`src/rtl/dmem_pkg.sv`:
```
// -----------------------------------------------------------------------------
// dmem_pkg
// Shared definitions for the data-memory responder:
//   DATA_W                     - data / address word width (32)
//   LATENCY_MIN / LATENCY_MAX  - legal range of the response latency
//   state_t, ST_*              - FSM state encoding (IDLE, WAIT, RESP)
// -----------------------------------------------------------------------------
package dmem_pkg;

  localparam int DATA_W      = 32;
  localparam int LATENCY_MIN = 1;
  localparam int LATENCY_MAX = 4;

  typedef logic [1:0] state_t;

  localparam state_t ST_IDLE = 2'd0;
  localparam state_t ST_WAIT = 2'd1;
  localparam state_t ST_RESP = 2'd2;

endpackage

```
`src/rtl/dmem_array.sv`:
```
// -----------------------------------------------------------------------------
// dmem_array
// DEPTH x DATA_W word storage with a synchronous write port and a registered
// read-capture port. The capture register is the response data register: it
// is loaded once per accepted request and holds until the next one, so later
// writes cannot disturb a pending load result.
//
// Ports:
//   clk       - clock, rising edge
//   RN        - asynchronous active-low reset; clears every word and rdata
//   wr_en     - write wdata to word idx on this edge
//   cap_en    - load the capture register on this edge
//   cap_load  - when capturing: 1 = capture word idx, 0 = capture zero
//   idx       - word index
//   wdata     - write data
//   rdata     - captured response data
// -----------------------------------------------------------------------------
module dmem_array
  import dmem_pkg::*;
#(
  parameter int DEPTH = 32,
  parameter int IDX_W = 5
) (
  input  logic              clk,
  input  logic              RN,
  input  logic              wr_en,
  input  logic              cap_en,
  input  logic              cap_load,
  input  logic [IDX_W-1:0]  idx,
  input  logic [DATA_W-1:0] wdata,
  output logic [DATA_W-1:0] rdata
);

  logic [DATA_W-1:0] mem [DEPTH];
  logic              idx_ok;

  // Only matters for non-power-of-two DEPTH, where idx can name a missing word.
  assign idx_ok = ({1'b0, idx} < (IDX_W + 1)'(DEPTH));

  // NOTE: the storage must read back as zero after reset, so it is built from
  // resettable flops rather than a RAM macro; the loop is unrolled at
  // elaboration into one clear per word.
  always_ff @(posedge clk or negedge RN) begin
    if (!RN) begin
      for (int i = 0; i < DEPTH; i++) begin
        mem[i] <= '0;
      end
      rdata <= '0;
    end else begin
      if (wr_en && idx_ok) begin
        mem[idx] <= wdata;
      end
      if (cap_en) begin
        rdata <= (cap_load && idx_ok) ? mem[idx] : '0;
      end
    end
  end

endmodule

```
`src/rtl/dmem_responder.sv`:
```
// -----------------------------------------------------------------------------
// dmem_responder
// Single-outstanding load/store responder with a fixed response latency.
// A request is accepted in IDLE; the FSM then waits LATENCY cycles in total
// (WAIT, then RESP) and holds the response in RESP until rsp_ready.
//
// Build option:
//   DMEM_RESPONDER_ERR_EN defined   - addresses >= DEPTH flag rsp_err, stores
//                                     to them are dropped, loads return 0
//   DMEM_RESPONDER_ERR_EN undefined - address wraps modulo DEPTH (low index
//                                     bits), rsp_err is constant 0
//
// Ports:
//   clk        - clock, rising edge
//   RN         - asynchronous active-low reset
//   req_valid  - request present           req_ready - accepting (IDLE only)
//   req_we     - 1 store / 0 load          req_addr  - word address
//   req_wdata  - store data
//   rsp_valid  - response present (RESP)   rsp_ready - response taken
//   rsp_rdata  - load data, 0 for stores and errors
//   rsp_err    - address out of range
// -----------------------------------------------------------------------------
module dmem_responder
  import dmem_pkg::*;
#(
  parameter int DEPTH   = 32,
  parameter int LATENCY = 2
) (
  input  logic              clk,
  input  logic              RN,
  input  logic              req_valid,
  output logic              req_ready,
  input  logic              req_we,
  input  logic [DATA_W-1:0] req_addr,
  input  logic [DATA_W-1:0] req_wdata,
  output logic              rsp_valid,
  input  logic              rsp_ready,
  output logic [DATA_W-1:0] rsp_rdata,
  output logic              rsp_err
);

  localparam int IDX_W = (DEPTH > 1) ? $clog2(DEPTH) : 1;
  // Out-of-range LATENCY values are clamped into the supported window.
  localparam int LAT   = (LATENCY < LATENCY_MIN) ? LATENCY_MIN :
                         (LATENCY > LATENCY_MAX) ? LATENCY_MAX : LATENCY;
  localparam logic [1:0] CNT_LOAD = 2'(LAT - 1);

  state_t           state;
  logic [1:0]       cnt;
  logic             accept;
  logic             in_range;
  logic [IDX_W-1:0] idx;

  assign req_ready = (state == ST_IDLE);
  assign rsp_valid = (state == ST_RESP);
  assign accept    = req_valid && req_ready;
  assign idx       = req_addr[IDX_W-1:0];

`ifdef DMEM_RESPONDER_ERR_EN
  assign in_range = (req_addr < 32'(DEPTH));
`else
  assign in_range = 1'b1;
  // Upper address bits are intentionally discarded by the wrap.
  logic unused_addr_hi;
  assign unused_addr_hi = ^req_addr[DATA_W-1:IDX_W];
`endif

  dmem_array #(
    .DEPTH (DEPTH),
    .IDX_W (IDX_W)
  ) u_array (
    .clk      (clk),
    .RN       (RN),
    .wr_en    (accept && req_we && in_range),
    .cap_en   (accept),
    .cap_load (!req_we && in_range),
    .idx      (idx),
    .wdata    (req_wdata),
    .rdata    (rsp_rdata)
  );

  // NOTE: all state below uses non-blocking assignments so every flop samples
  // the pre-edge values, independent of statement order in the block.
  always_ff @(posedge clk or negedge RN) begin
    if (!RN) begin
      state <= ST_IDLE;
      cnt   <= '0;
    end else begin
      case (state)
        ST_IDLE: begin
          if (req_valid) begin
            if (LAT == 1) begin
              state <= ST_RESP;
            end else begin
              state <= ST_WAIT;
              cnt   <= CNT_LOAD;
            end
          end
        end
        ST_WAIT: begin
          // Leave on the edge where the counter steps from 1 to 0.
          cnt <= cnt - 2'd1;
          if (cnt == 2'd1) begin
            state <= ST_RESP;
          end
        end
        ST_RESP: begin
          if (rsp_ready) begin
            state <= ST_IDLE;
          end
        end
        default: state <= ST_IDLE;
      endcase
    end
  end

`ifdef DMEM_RESPONDER_ERR_EN
  logic err_q;
  always_ff @(posedge clk or negedge RN) begin
    if (!RN) begin
      err_q <= 1'b0;
    end else if (accept) begin
      err_q <= !in_range;
    end
  end
  assign rsp_err = err_q;
`else
  assign rsp_err = 1'b0;
`endif

endmodule

```
`config.mk`:
```
export PLATFORM = sky130hd
export DESIGN_NAME = dmem_responder
export DESIGN_NICKNAME = d
export VERILOG_FILES = /design/src/rtl/dmem_pkg.sv /design/src/rtl/dmem_array.sv /design/src/rtl/dmem_responder.sv
export SDC_FILE = /design/constraint.sdc
export NUM_CORES = 1
export LEC_CHECK = 0
export BUFFER_PORTS_ARGS = -buffer_cell sky130_fd_sc_hd__clkbuf_2
export CAP_MARGIN = 20
export CORE_MARGIN = 2
export CORE_UTILIZATION = 35
export DETAILED_ROUTE_END_ITERATION = 6
export HOLD_SLACK_MARGIN = 0.1
export SYNTH_ARGS = -nofsm -noshare
export SYNTH_HDL_FRONTEND = slang
export SYNTH_SLANG_ARGS = --single-unit
export TNS_END_PERCENT = 30
```
`constraint.sdc`:
```
create_clock -name clk -period 2.3 [get_ports clk]
set_input_delay 0.46 -clock clk [delete_from_list [all_inputs] [get_ports clk]]
set_output_delay 0.46 -clock clk [all_outputs]
set_load 0.02 [all_outputs]
```
Yosys cells after proc, flatten, opt, wreduce, memory -nomap -nowiden
Cells that the tools add are included.
Word-level totals
  register bits: 1060
Cells by class
  order comparisons: 2
  mux-type cells: 12
  add/sub/neg operators: 1
  equal/unequal tests: 6
  reduce and logical (&&, ||, !) cells: 7
  bitwise logic cells: 1
Operators with widths (number)
  $bwmux W1024: 1
  $bmux W32 S5: 1
  $demux W32 S5: 1
  $mux W32: 4
  $ge A6 B6 Y1 const B: 1
  $lt A6 B1 Y1 const B: 1
  $mux W2: 3
  $not A5 Y6: 1
  $pmux W2 S3: 1
  $eq A2 B1 Y1 const B: 2
  $ne A2 B2 Y1 const B: 2
  $pmux W2 S2: 1
  $logic_and A1 B1 Y1: 3
  $reduce_and A3 Y1: 1
  $eq A2 B2 Y1 const B: 1
  $logic_not A2 Y1: 1
  $ne A2 B1 Y1 const B: 1
  $reduce_and A2 Y1: 1
  $reduce_bool A2 Y1: 1
  $sub A2 B1 Y2 const B: 1

Depth between registers and ports, before layout
Gate-level depths: netlist of the first run.
  depth in word-level cells: 6
  depth in mapped cells: 9
  gate-level depth less buffers: 5

By module
From an unflattened synthesis of the first run, not the netlist that was laid out.
Unflattened totals
  cell total of the unflattened synthesis: 3389
  area total of the unflattened synthesis: 47787.1 µm²
Modules (own cells, without submodules)
  dmem_array: cells an instance 3367, seq. area each 26425.3 µm², area an instance 47559.4 µm², times used 1
  dmem_responder: cells an instance 22, seq. area each 100.1 µm², area an instance 227.7 µm², times used 1

Worst setup path after synthesis of the first run
OpenSTA, ideal clock, no wires.
  kind: input port to flip-flop
  from: input req_addr[0]
  to: register u_array.rdata[10]
  data arrival time: 2086 ps
  path slack: 93 ps
  data required time: 2179 ps
  stages: 8
  cells stage by stage: buf_2 -> buf_2 -> buf_1 -> mux2i_1 -> o22ai_1 -> nor4_1 -> nand2_1 -> a22o_1
On the way
  longest elaborated chain between the ends: 5
Ends and longest elaborated chain
  from (decl): RTL line dmem_responder.sv:34  | input logic [DATA_W-1:0] req_addr,
  $not A5 Y6 (not written as such): RTL line dmem_array.sv:54  | rdata <= (cap_load && idx_ok) ? mem[idx] : '0;
  $bmux W32 S5: RTL line dmem_array.sv:54
  $mux W32 (not written as such) (2 in series): RTL line dmem_array.sv:54
  $mux W32: RTL line dmem_array.sv:54
  to (signal assigned): RTL line dmem_array.sv:54
  to (decl): RTL line dmem_array.sv:31  | output logic [DATA_W-1:0] rdata
No other way between the ends. The select of a mux whose other input is x is not followed.
A chain may end at the register's enable or synchronous reset.

Worst setup path in the final report of the first run
  from: register state[1]
  to: register u_array.mem[240] (netlist bit)
On the way
  longest elaborated chain between the ends: 3
Ends and longest elaborated chain
  from (decl): RTL line dmem_responder.sv:48  | state_t state;
  from (signal assigned): RTL line dmem_responder.sv:86  | state <= ST_IDLE;
  from (signal assigned): RTL line dmem_responder.sv:93  | state <= ST_RESP;
  from (signal assigned): RTL line dmem_responder.sv:95  | state <= ST_WAIT;
  $logic_not A2 Y1: RTL line dmem_responder.sv:54  | assign req_ready = (state == ST_IDLE);
  $logic_and A1 B1 Y1: RTL line dmem_responder.sv:56  | assign accept = req_valid && req_ready;
  $logic_and A1 B1 Y1: RTL line dmem_responder.sv:74  | .wr_en (accept && req_we && in_range),
  to (signal, indexed assignment): RTL line dmem_array.sv:51  | mem[idx] <= wdata;
  to (decl): RTL line dmem_array.sv:34  | logic [DATA_W-1:0] mem [DEPTH];
No other way between the ends.

==> impl_results.md, run 1 <==
* Post-Syn Nets at between 3,000 and 4,000
* Initial detailed-routing violation count at approximately 1,900
* Starting Density at 0.352
* Layout area overhead at 20.0%
* Top delay family on crit path: simple AND/OR/NAND/NOR gates
* Inserted Clock Buffers at 111
* CP bufs+invs at 3
* Most frequent cell after synthesis: dfrtp_1
* Hold path depth at 3
* Main synth FF type: dfrtp_1
* Final Power at between 0.04 and 0.05 W
* Worst-path cell chain: nor3b_2 -> buf_4 -> nand2_4 -> or3_4 -> buf_4 -> nor3_4 -> buf_12 -> mux2_2
* Crit path DAT at 2.94 ns
* Share of cells above drive strength 1 at 0.452
* Clock power share at 0.379
* Overall routed net length at 133,000 um
* R2R setup slack at -0.04 ns
* PwrDens at 842 nW/um2
* Reg-to-reg endpoint: u_array.mem[240]$_DFFE_PN0P_
* Largest net degree at the start of global routing at 115
* Clock tree from TritonCTS: yes
* Synth warn at 0
* Worst Path Required at 2.90 ns
* Final period util at 1.02
* Met3 Use GR at 0.0317
* Yosys reg bits at 1,060
* Leakage power at roughly 28 nW
* Worst r2r path cells at 8
* IO Pins at roughly 100
* Switching share of power at 0.252
* Failing checks: negative setup slack
* DP HPWL at ~85,000 um
* Mapped Cells at 3,388
* Final hold violations at 0
* Top cells by count, synth: 1,060 x dfrtp_1, 997 x mux2_2, 512 x mux2i_1
* Share of the synthesized area in the top cell type at 0.556
* Core Box Area at 135,000 um2
* RSZ-0062 raised after global routing: true
* Yosys top cell by area: dfrtp_1
* Number of enable flip-flop cells after synthesis at 0
* Mean post-synth cell area at between 10 and 15 um2
* HP Start: req_valid
* Minimum clock period at 2.34 ns
* RD Place Congestion at 0.779
* Max-slew violations at 0
* Die width at ~370 um
* Top cells by area, synth: dfrtp_1 56%, mux2_2 24%, mux2i_1 11%
* Die ar. at 139,000 um2
* Fillcell total at 12,400
* Gate power share at 0.142
* Layout Skew at roughly 0.028 ns
* P_sw at 0.0122 W
* Hold EP: state[0]$_DFFE_PN0P_
* Register area share after synthesis at 0.556
* Layout Cells excl Fill at 5,477
* Detail Route Antenna Nets at 0
* Clock transition at path regs at 0.06 ns
* Status: finished, violations left
* Max stage delay on crit path at 0.39 ns
* Total of max-cap violations at 0
* Critical path launch point: state[1]$_DFFE_PN0P_
* Routed WL per cell at 24.4 um
* Crit path setup slack, layout at -0.0384 ns
* Skew-Pair Late Insertion Delay at roughly 0.74 ns
* Gr usage total at 0.191
* Slew headroom at 0.435
* Vias at just under 30,000
* H-tree depth at 3
* Critical path's slowest cell: dfrtp_1
* CP most frequent cell: buf_4
* Number of global-route vias before repair at 30,400
* 1st-pass router iterations at 5
* Initial antenna violation count at 8
* Int Power at 0.0361 W
* Gr busiest metal: met2
* Worst setup path category: register to register
* CTS Sinks at 1,060
* Tightest Pin Transition at 0.840 ns
* GRT met1 Usage at 0.266
* Flop pwr share at 0.480
* CP max FO at 21
* DP Cell Count at approximately 5,300
* DRC Markers at 0
* RR Startpoint: state[1]$_DFFE_PN0P_
* Count of cell types in the netlist at 42
* Worst hold path class: input port to register
* GR met2 Demand/Resource at 0.306
* Root Driver: clkbuf_16
* Synth async-reset ratio at 1.00
* Worst VDD drop at slightly below 600 uV
* Congestion Overflow GR at 0
* Die Height at 373 um
* Final setup violation count at 109
* CP endpoint kind: register
* Worst hold slack at 0.163 ns
* First-pass GRT wire length at 201,000 um
* F_max at 428 MHz
* Vias per cell at 5.36
* Net count, final at approximately 3,700
* CTS Buffer Depth at 3
* Crit path launch type: register
* FP Rows at 135
* Cell Area, Synth at 47,700 um2
* IO buf count at 75
==> worst max path at each step <==
stage	end	slack [ns]	depth (start not counted)
after floorplan	u_array.rdata[10]$_DFFE_PN0P_	0.09	8
after global placement	u_array.rdata[12]$_DFFE_PN0P_	-0.53	8
after detailed placement	u_array.rdata[12]$_DFFE_PN0P_	-0.53	8
after CTS	u_array.mem[1007]$_DFFE_PN0P_	-0.03	8
after global routing	u_array.mem[382]$_DFFE_PN0P_	-0.09	9
final	u_array.mem[240]$_DFFE_PN0P_	-0.04	8
==> routing by layer <==
metal | up-vias | wire [um] | part of all wire
met1 | 15600 | 61300 | 0.46
li1 | 13000 | - | -
met3 | 199 | 6080 | 0.046
met2 | 610 | 62700 | 0.47
met5 | - | 39 | 0.00029
met4 | 8 | 3210 | 0.024
==> area by class of cell <==
type	count	area [um2]	share of cell area
sequential	1060	26500	0.463
multi-input combinational	1998	20000	0.349
timing repair buffer	430	4750	0.0829
clock buffer	168	3380	0.0591
tap	1781	2230	0.0389
clock inverter	34	362	0.00631
inverter	3	11.3	0.000197
antenna	3	7.51	0.000131
==> worst reg2reg max path, delay by kind of cell, from the launching register on <==
| kind | cells | cell delay [ns] |
|---|---|---|
| and+or+nand+nor | 4 | 0.82 |
| buffers and inverters | 3 | 0.62 |
| muxes | 1 | 0.41 |
| DFF | 1 | 0.39 |
==> state kept, by name (all words and copies together) (netlist names) <==
signal / count
u_array.mem: 1024
u_array.rdata: 32
cnt: 2
state: 2
==> cell families after synthesis <==
| kind of cell | count (synthesis) | synth area share |
|---|---|---|
| multiplexers | 1536 | 0.350 |
| buffers and inverters | 330 | 0.0320 |
| flip-flops | 1060 | 0.556 |
| AND/OR/NAND/NOR | 167 | 0.0219 |
| adder cells (fa/ha/maj) | 1 | 0.000262 |
| other | 1 | 0.0000786 |
| AO/OA/AOI/OAI | 293 | 0.0401 |
==> power groups by stage <==
stage	logic, W	clock network [W]	registers [W]
after CTS	0.00686	0.0187	0.0231
after detailed placement	0.00681	0	0.0234
after global placement	0.00665	0	0.0233
final	0.00683	0.0183	0.0231
after global routing	0.00747	0.0195	0.0235
after floorplan	0.00461	0	0.0231
==> cell usage in the layout, fill, tap and decap left out, types with 2 or more instances in the layout <==
cell	synthesis	routed
nand4b_1	4	4
clkinv_2	0	20
inv_6	0	3
diode_2	0	3
a22o_1	32	32
nor3b_2	3	3
mux2_2	997	958
buf_12	0	127
mux2i_1	512	512
nand2_1	55	33
buf_8	0	3
bufinv_16	0	5
mux2_1	17	16
dlygate4sd3_1	0	2
or4b_2	3	4
nor4_4	2	2
nand2_2	1	22
inv_1	3	3
clkbuf_2	1	73
buf_6	11	8
o22ai_1	256	256
nand4bb_4	0	5
clkbuf_8	1	37
dfrtp_1	1060	1060
nor2_1	10	9
mux2_4	10	50
clkbuf_1	189	19
clkbuf_16	0	114
clkinv_8	0	3
nand3_4	0	3
buf_4	17	214
nor4_1	64	64
nand2b_1	2	2
nor3_4	6	6
==> through the flow <==
stage | setup slack, ns | cell area (um2) | setup TNS [ns] | utilization
floorplan | 0.0927 | 47700 | 0 | -
global placement | -0.529 | 53200 | -72.26 | 0.393
detailed placement | -0.530 | 53200 | -72.53 | 0.393
CTS | -0.0331 | 57100 | -0.398 | 0.421
global route | -0.0932 | 57300 | -10.05 | 0.423
finish | -0.0384 | 57300 | -1.77 | 0.423
==> what timing repair did <==
item                                    CTS  global route
hold endpoints to repair                430             0
resized for setup                        25            31
pin swaps                                 3             1
cloned                                    1             2
endpoints found under the setup margin  207           159
hold buffers                              2             0
buffers inserted                          3             5
No activity file was read; power rests on OpenSTA's default activity.
==> run 2, diff against run 1 <==
--- a/config.mk
+++ b/config.mk
@@ -5,12 +5,14 @@
 export SDC_FILE = /design/constraint.sdc
 export NUM_CORES = 1
 export LEC_CHECK = 0
+export ABC_CLOCK_PERIOD_IN_PS = 2100
 export BUFFER_PORTS_ARGS = -buffer_cell sky130_fd_sc_hd__clkbuf_2
 export CAP_MARGIN = 20
 export CORE_MARGIN = 2
 export CORE_UTILIZATION = 35
 export DETAILED_ROUTE_END_ITERATION = 6
 export HOLD_SLACK_MARGIN = 0.1
+export PLACE_DENSITY = 0.51
 export SYNTH_ARGS = -nofsm -noshare
 export SYNTH_HDL_FRONTEND = slang
 export SYNTH_SLANG_ARGS = --single-unit
==> constraint.sdc (replaced) <==
create_clock -name clk -period 2.1 [get_ports clk]
set_input_delay 0.42 -clock clk [delete_from_list [all_inputs] [get_ports clk]]
set_output_delay 0.42 -clock clk [all_outputs]
set_load 0.02 [all_outputs]
==> run 2 against run 1 <==
Against the previous run:
- the run still ends with negative setup slack left
- non-clock buffer count grew 73
- utilization grew 2.0 points
- hold slack gained 0.12 ns
- critical path depth grew 1
- setup slack lost 0.35 ns
- register-to-register slack lost 0.35 ns
- via count grew 2.6%
- critical path type unchanged
==> impl_results.md, run 2 (synthesis gave the netlist of run 1 again) <==
* Slew headroom at 0.461
* DRC Markers at 0
* Die ar. at 139,000 um2
* Initial detailed-routing violation count at 2,036
* Die width at 373 um
* Leakage power at 29.4 nW
* CTS Sinks at 1,060
* Area of the multi-input gates at 20,900 um2
* Layout area overhead at 25.6%
* RR Startpoint: state[1]$_DFFE_PN0P_
* Final hold violations at 0
* Crit path launch type: register
* IO buf count at 75
* Fillcell total at 12,300
* Overall routed net length at between 150,000 and 200,000 um
* H-tree depth at 3
* RSZ-0062 raised after global routing: true
* Largest Register: u_array.mem
* Initial antenna violation count at 5
* Worst hold slack at between 0.2 and 0.3 ns
* Commonest non-fill, non-tap cells in the layout: 1,060 x dfrtp_1, 783 x mux2_2, 512 x mux2i_1
* Biggest regs: u_array.mem (1024), u_array.rdata (32)
* Congestion Overflow GR at 0
* Failing checks: negative setup slack
* Fin util at 0.443
* PwrDens at 902 nW/um2
* Total of max-cap violations at 0
* Minimum clock period at 2.49 ns
* FP Rows at between 100 and 150
* Root Driver: clkbuf_16
* Vias at roughly 30,000
* Status: finished, violations left
* Die Height at 373 um
* Starting Density at 0.352
* CP max FO at 8
* Worst hold path class: input port to async pin
* Worst VDD drop at roughly 800 uV
* Worst Path Required at around 2.7 ns
* Inserted Clock Buffers at 116
* CTS Buffer Depth at 3
* CP endpoint kind: register
* DP HPWL at 90,900 um
* Routed WL per cell at 27.9 um
* Tightest Pin Transition at around 0.81 ns
* 1st-pass router iterations at 5
* Share of cells above drive strength 1 at 0.464
* Worst r2r path cells at 9
* First-pass GRT wire length at 220,000 um
* Max-slew violations at 0
* Final period util at 1.18
* IO Pins at between 100 and 150
* Largest net degree at the start of global routing at 74
* Layout Skew at between 0.06 and 0.07 ns
* Clock transition at path regs at 0.06 ns
* Crit path DAT at a little over 3 ns
* Commonest non-fill, non-tap cell in the layout: dfrtp_1
* Core Box Area at 135,000 um2
* Largest register FFs at 1,024
* Register area at 26,500 um2
* Number of global-route vias before repair at roughly 31,000
* Skew-Pair Late Insertion Delay at 0.76 ns
* RD Place Congestion at 0.768
* Reg-to-reg endpoint: u_array.mem[877]$_DFFE_PN0P_
* Vias per cell at about 5.4
* Detail Route Antenna Nets at 0
* F_max at 402 MHz
* Crit path setup slack, layout at -0.387 ns
* Clock tree from TritonCTS: yes
* Worst setup path category: register to register
* Gr usage total at 0.213
* Final setup violation count at 819
* R2R setup slack at -0.39 ns
* Net count, final at 3,752
## run 2: cell types whose count changed in the layout (fill, tap and decap cells not counted), moves of 14 or more
cell       previous run  this run
buf_4               214       194
clkbuf_1             19        33
mux2_2              958       783
mux2_1               16         1
buf_6                 8        23
clkbuf_16           114       131
mux2_4               50       240
buf_16                1        16
buf_12              127       172
## run 2: critical path, cell delays in order, from the launching register on
cell and delay [ns]:
dfrtp_1 0.41, nor3b_4 0.30, buf_6 0.16, nand2_4 0.05, or3_4 0.34, buf_12 0.17
nor3_4 0.16, buf_6 0.20, buf_12 0.21, mux2_4 0.32
## run 2: cell type report
| type | count | share of cell area |
|---|---|---|
| diodes | 1 | 0.0000417 |
| clock buffers | 176 | 0.0567 |
| clock inverters | 35 | 0.00697 |
| inverters | 3 | 0.000188 |
| multi-input cells | 1998 | 0.348 |
| flip-flops and latches | 1060 | 0.442 |
| well taps | 1781 | 0.0372 |
| repair buffers | 503 | 0.108 |
## run 2: where the power goes
group / switching, W / internal, W / total, W
Sequential: 0.00171 / 0.0237 / 0.0254
Clock: 0.00877 / 0.0118 / 0.0206
Combinational: 0.00354 / 0.00457 / 0.00810
Total: 0.0140 / 0.0401 / 0.0541
## run 2: what timing repair did
action,in CTS,in global routing
hold buffers,3,0
endpoints found under the setup margin,889,846
cloned,24,18
buffers inserted,33,4
resized for setup,201,138
pin swaps,6,4
endpoints found under the hold margin,79,0
## run 2: metrics by stage
| step | setup slack (ns) | cells | setup TNS (ns) | power (W) | cell area (um2) |
|---|---|---|---|---|---|
| final | -0.387 | 5557 | -195.34 | 0.0541 | 60000 |
| after CTS | -0.387 | 5543 | -195.06 | 0.0544 | 59200 |
| after floorplan | -0.0705 | 3388 | -7.36 | 0.0304 | 47700 |
| after detailed placement | -0.647 | 5272 | -352.15 | 0.0333 | 53500 |
| after global routing | -0.452 | 5557 | -234.20 | 0.0565 | 60000 |
| after global placement | -0.653 | 5272 | -352.73 | 0.0331 | 53500 |
## run 2: how the worst max path moves through the flow
stage / startpoint / end / slack, ns / depth (start not counted)
6_report: state[1]$_DFFE_PN0P_ / u_array.mem[877]$_DFFE_PN0P_ / -0.39 / 9
5_1_grt: state[1]$_DFFE_PN0P_ / u_array.mem[1014]$_DFFE_PN0P_ / -0.45 / 10
4_1_cts: state[0]$_DFFE_PN0P_ / u_array.mem[493]$_DFFE_PN0P_ / -0.39 / 9
3_5_place_dp: req_addr[0] / u_array.rdata[15]$_DFFE_PN0P_ / -0.65 / 9
3_3_place_gp: req_addr[0] / u_array.rdata[15]$_DFFE_PN0P_ / -0.65 / 9
2_1_floorplan: state[0]$_DFFE_PN0P_ / u_array.mem[1013]$_DFFE_PN0P_ / -0.07 / 8
## run 2: routing by layer
layer | share of wire | vias up | GRT usage | wire, um
li1 | - | 13100 | - | -
met3 | 0.039 | 228 | 0.0296 | 6090
met5 | 0.00013 | - | 0 | 20
met1 | 0.48 | 16200 | 0.308 | 73800
met4 | 0.030 | 4 | 0.0603 | 4610
met2 | 0.46 | 602 | 0.333 | 70700
==> run 3, diff against run 2 <==
--- a/config.mk
+++ b/config.mk
@@ -9,10 +9,11 @@
 export BUFFER_PORTS_ARGS = -buffer_cell sky130_fd_sc_hd__clkbuf_2
 export CAP_MARGIN = 20
 export CORE_MARGIN = 2
-export CORE_UTILIZATION = 35
+export CORE_UTILIZATION = 57
 export DETAILED_ROUTE_END_ITERATION = 6
 export HOLD_SLACK_MARGIN = 0.1
-export PLACE_DENSITY = 0.51
+export PLACE_DENSITY = 0.76
+export SETUP_SLACK_MARGIN = 0.5
 export SYNTH_ARGS = -nofsm -noshare
 export SYNTH_HDL_FRONTEND = slang
 export SYNTH_SLANG_ARGS = --single-unit
==> run 3 against run 2 <==
Against the previous run:
- the run still ends with negative setup slack left
- critical path depth is the same
- largest cell class unchanged
- cell area is 2.0% lower
- flip-flop and latch count unchanged
- clock power shrank 5%
- setup slack got worse by 0.13 ns
- die area decreased by 38%
- critical endpoint is now u_array.mem[362]$_DFFE_PN0P_
==> impl_results.md, run 3 (synthesis gave the netlist of run 1 again) <==
* Tightest Pin Transition at 0.703 ns
* Worst setup path category: register to register
* DP Cell Count at ~4,600
* DRC Markers at 0
* RSZ-0062 raised after global routing: true
* Met3 wire len at 9750 um
* Clock transition at path regs at 0.06 ns
* Wl on met1 at between 50,000 and 60,000 um
* CP bufs+invs at 4
* Fillcell total at 5,161
* IO Pins at 104
* Worst Path Required at 2.65 ns
* Initial detailed-routing violation count at roughly 2,600
* Max Used Layer: met4
* Worst VDD drop at 657 uV
* Die Height at 293 um
* RR Startpoint: state[1]$_DFFE_PN0P_
* WP depth at 9
* First-pass GRT wire length at 205,000 um
* Reg-to-reg endpoint: u_array.mem[362]$_DFFE_PN0P_
* R2R setup slack at -0.52 ns
* Biggest regs: u_array.mem (1024), u_array.rdata (32)
* Vias at 31,200
* Initial antenna violation count at 3
* Commonest non-fill, non-tap cells in the layout: 1,060 x dfrtp_1, 779 x mux2_2, 512 x mux2i_1
* Starting Density at 0.573
* Final period util at 1.25
* PwrDens at 911 nW/um2
* CTS Sinks at around 1,100
* Layout Skew at between 0.02 and 0.025 ns
* Skew-Pair Late Insertion Delay at 0.68 ns
* Register area at 26,500 um2
* Largest net degree at the start of global routing at 80
* Worst r2r path cells at 9
* CP endpoint kind: register
* RD Place Congestion at about 0.88
* Max-slew violations at 0
* Failing checks: negative setup slack
* Commonest non-fill, non-tap cell in the layout: dfrtp_1
* Number of global-route vias before repair at 33,000
* CTS Buffer Depth at 3
* Area of the multi-input gates at 21,100 um2
* IO buf count at 75
* Worst-path cell chain: nor3b_4 -> buf_6 -> nand2_4 -> or3_4 -> buf_12 -> nor3_4 -> buf_6 -> clkbuf_16 -> mux2_4
* Crit path DAT at roughly 3.2 ns
* Detail Route Antenna Nets at 0
* Final Power at 0.0535 W
* Crit path launch type: register
* Net count, final at 3,719
* Critical path's slowest cell: dfrtp_1
* Congestion Overflow GR at 0
* Status: finished, violations left
* 1st-pass router iterations at 5
* Largest register FFs at between 1,000 and 1,500
* Crit path setup slack, layout at -0.521 ns
* Share of cells above drive strength 1 at 0.473
* Dpl ws at -0.725 ns
* Minimum clock period at 2.62 ns
* Layout area overhead at 23.1%
* Die ar. at roughly 86,000 um2
* FP Rows at 106
* Largest Register: u_array.mem
* Final hold violations at 0
* Clock tree from TritonCTS: yes
* CP most frequent cell: buf_6
* Final setup violation count at 1,024
* Max stage delay on crit path at roughly 0.41 ns
* Vias per cell at 6.49
* Slew headroom at 0.531
* Leakage power at 29.2 nW
* DP HPWL at ~85,000 um
* H-tree depth at 3
* Total of max-cap violations at 0
* Worst hold path class: input port to async pin
* Setup TNS at -326.34 ns
* F_max at 381 MHz
* CP max FO at 8
* Die width at a little under 300 um
* Core Box Area at 83,300 um2
* Routed WL per cell at 29.5 um
* Root Driver: clkbuf_16
* Inserted Clock Buffers at 108
* Overall routed net length at 142,000 um
* Met2 wire length at 68,100 um
* Layout Cells excl Fill at 4,817
* Top delay family on crit path: simple AND/OR/NAND/NOR gates
* Gr usage total at 0.316
## run 3: cell count changes in the layout (fill, tap and decap cells not counted), sizes merged
cell,before,now
buf,411,386
bufbuf,1,0
bufinv,5,8
clkbuf,264,253
clkinv,24,20
clkinvlp,1,0
diode,1,3
dlygate4sd3,3,2
inv,8,7
## run 3: how the worst max path moves through the flow
stage                                     from                       endpoint  slack (ns)
after floorplan           state[0]$_DFFE_PN0P_  u_array.mem[1013]$_DFFE_PN0P_       -0.07
after global placement               req_valid   u_array.mem[639]$_DFFE_PN0P_       -0.69
after detailed placement             req_valid   u_array.mem[100]$_DFFE_PN0P_       -0.72
after CTS                 state[0]$_DFFE_PN0P_   u_array.mem[895]$_DFFE_PN0P_       -0.46
after global routing      state[1]$_DFFE_PN0P_   u_array.mem[362]$_DFFE_PN0P_       -0.54
final                     state[1]$_DFFE_PN0P_   u_array.mem[362]$_DFFE_PN0P_       -0.52
## run 3: through the flow
stage | hold WS [ns] | util | cell area [um2]
2_1_floorplan | 0.124 | - | 49600
3_3_place_gp | 0.352 | 0.644 | 53600
3_5_place_dp | 0.358 | 0.644 | 53600
4_1_cts | 0.224 | 0.695 | 57900
5_1_grt | 0.271 | 0.705 | 58700
6_report | 0.243 | 0.705 | 58700
## run 3: cell type report
cell class	count	share of cell area
Clock inverter	32	0.00677
Multi-Input combinational cell	1998	0.360
Clock buffer	163	0.0546
Timing Repair Buffer	478	0.104
Sequential cell	1060	0.452
Tap cell	1080	0.0230
Antenna cell	3	0.000128
Inverter	3	0.000192
## run 3: where the power goes
group	total, W	internal, W	switching (W)	leakage, nW
Combinational	0.00831	0.00460	0.00371	12.9
Clock	0.0195	0.0115	0.00806	1.78
Sequential	0.0256	0.0237	0.00192	14.5
Total	0.0535	0.0398	0.0137	29.2
## run 3: layer usage
layer	global-route usage	vias up
met1	0.420	16600
met2	0.517	1257
met3	0.0480	364
met5	0	-
li1	-	13000
met4	0.144	0
## run 3: repair_timing
item / 4_1_cts / 5_1_grt
pin swaps: 2 / 5
endpoints found under the hold margin: 258 / 0
resized for setup: 102 / 62
hold buffers: 2 / 0
buffers inserted: 9 / 7
endpoints found under the setup margin: 1090 / 1090
gates cloned: 7 / 20
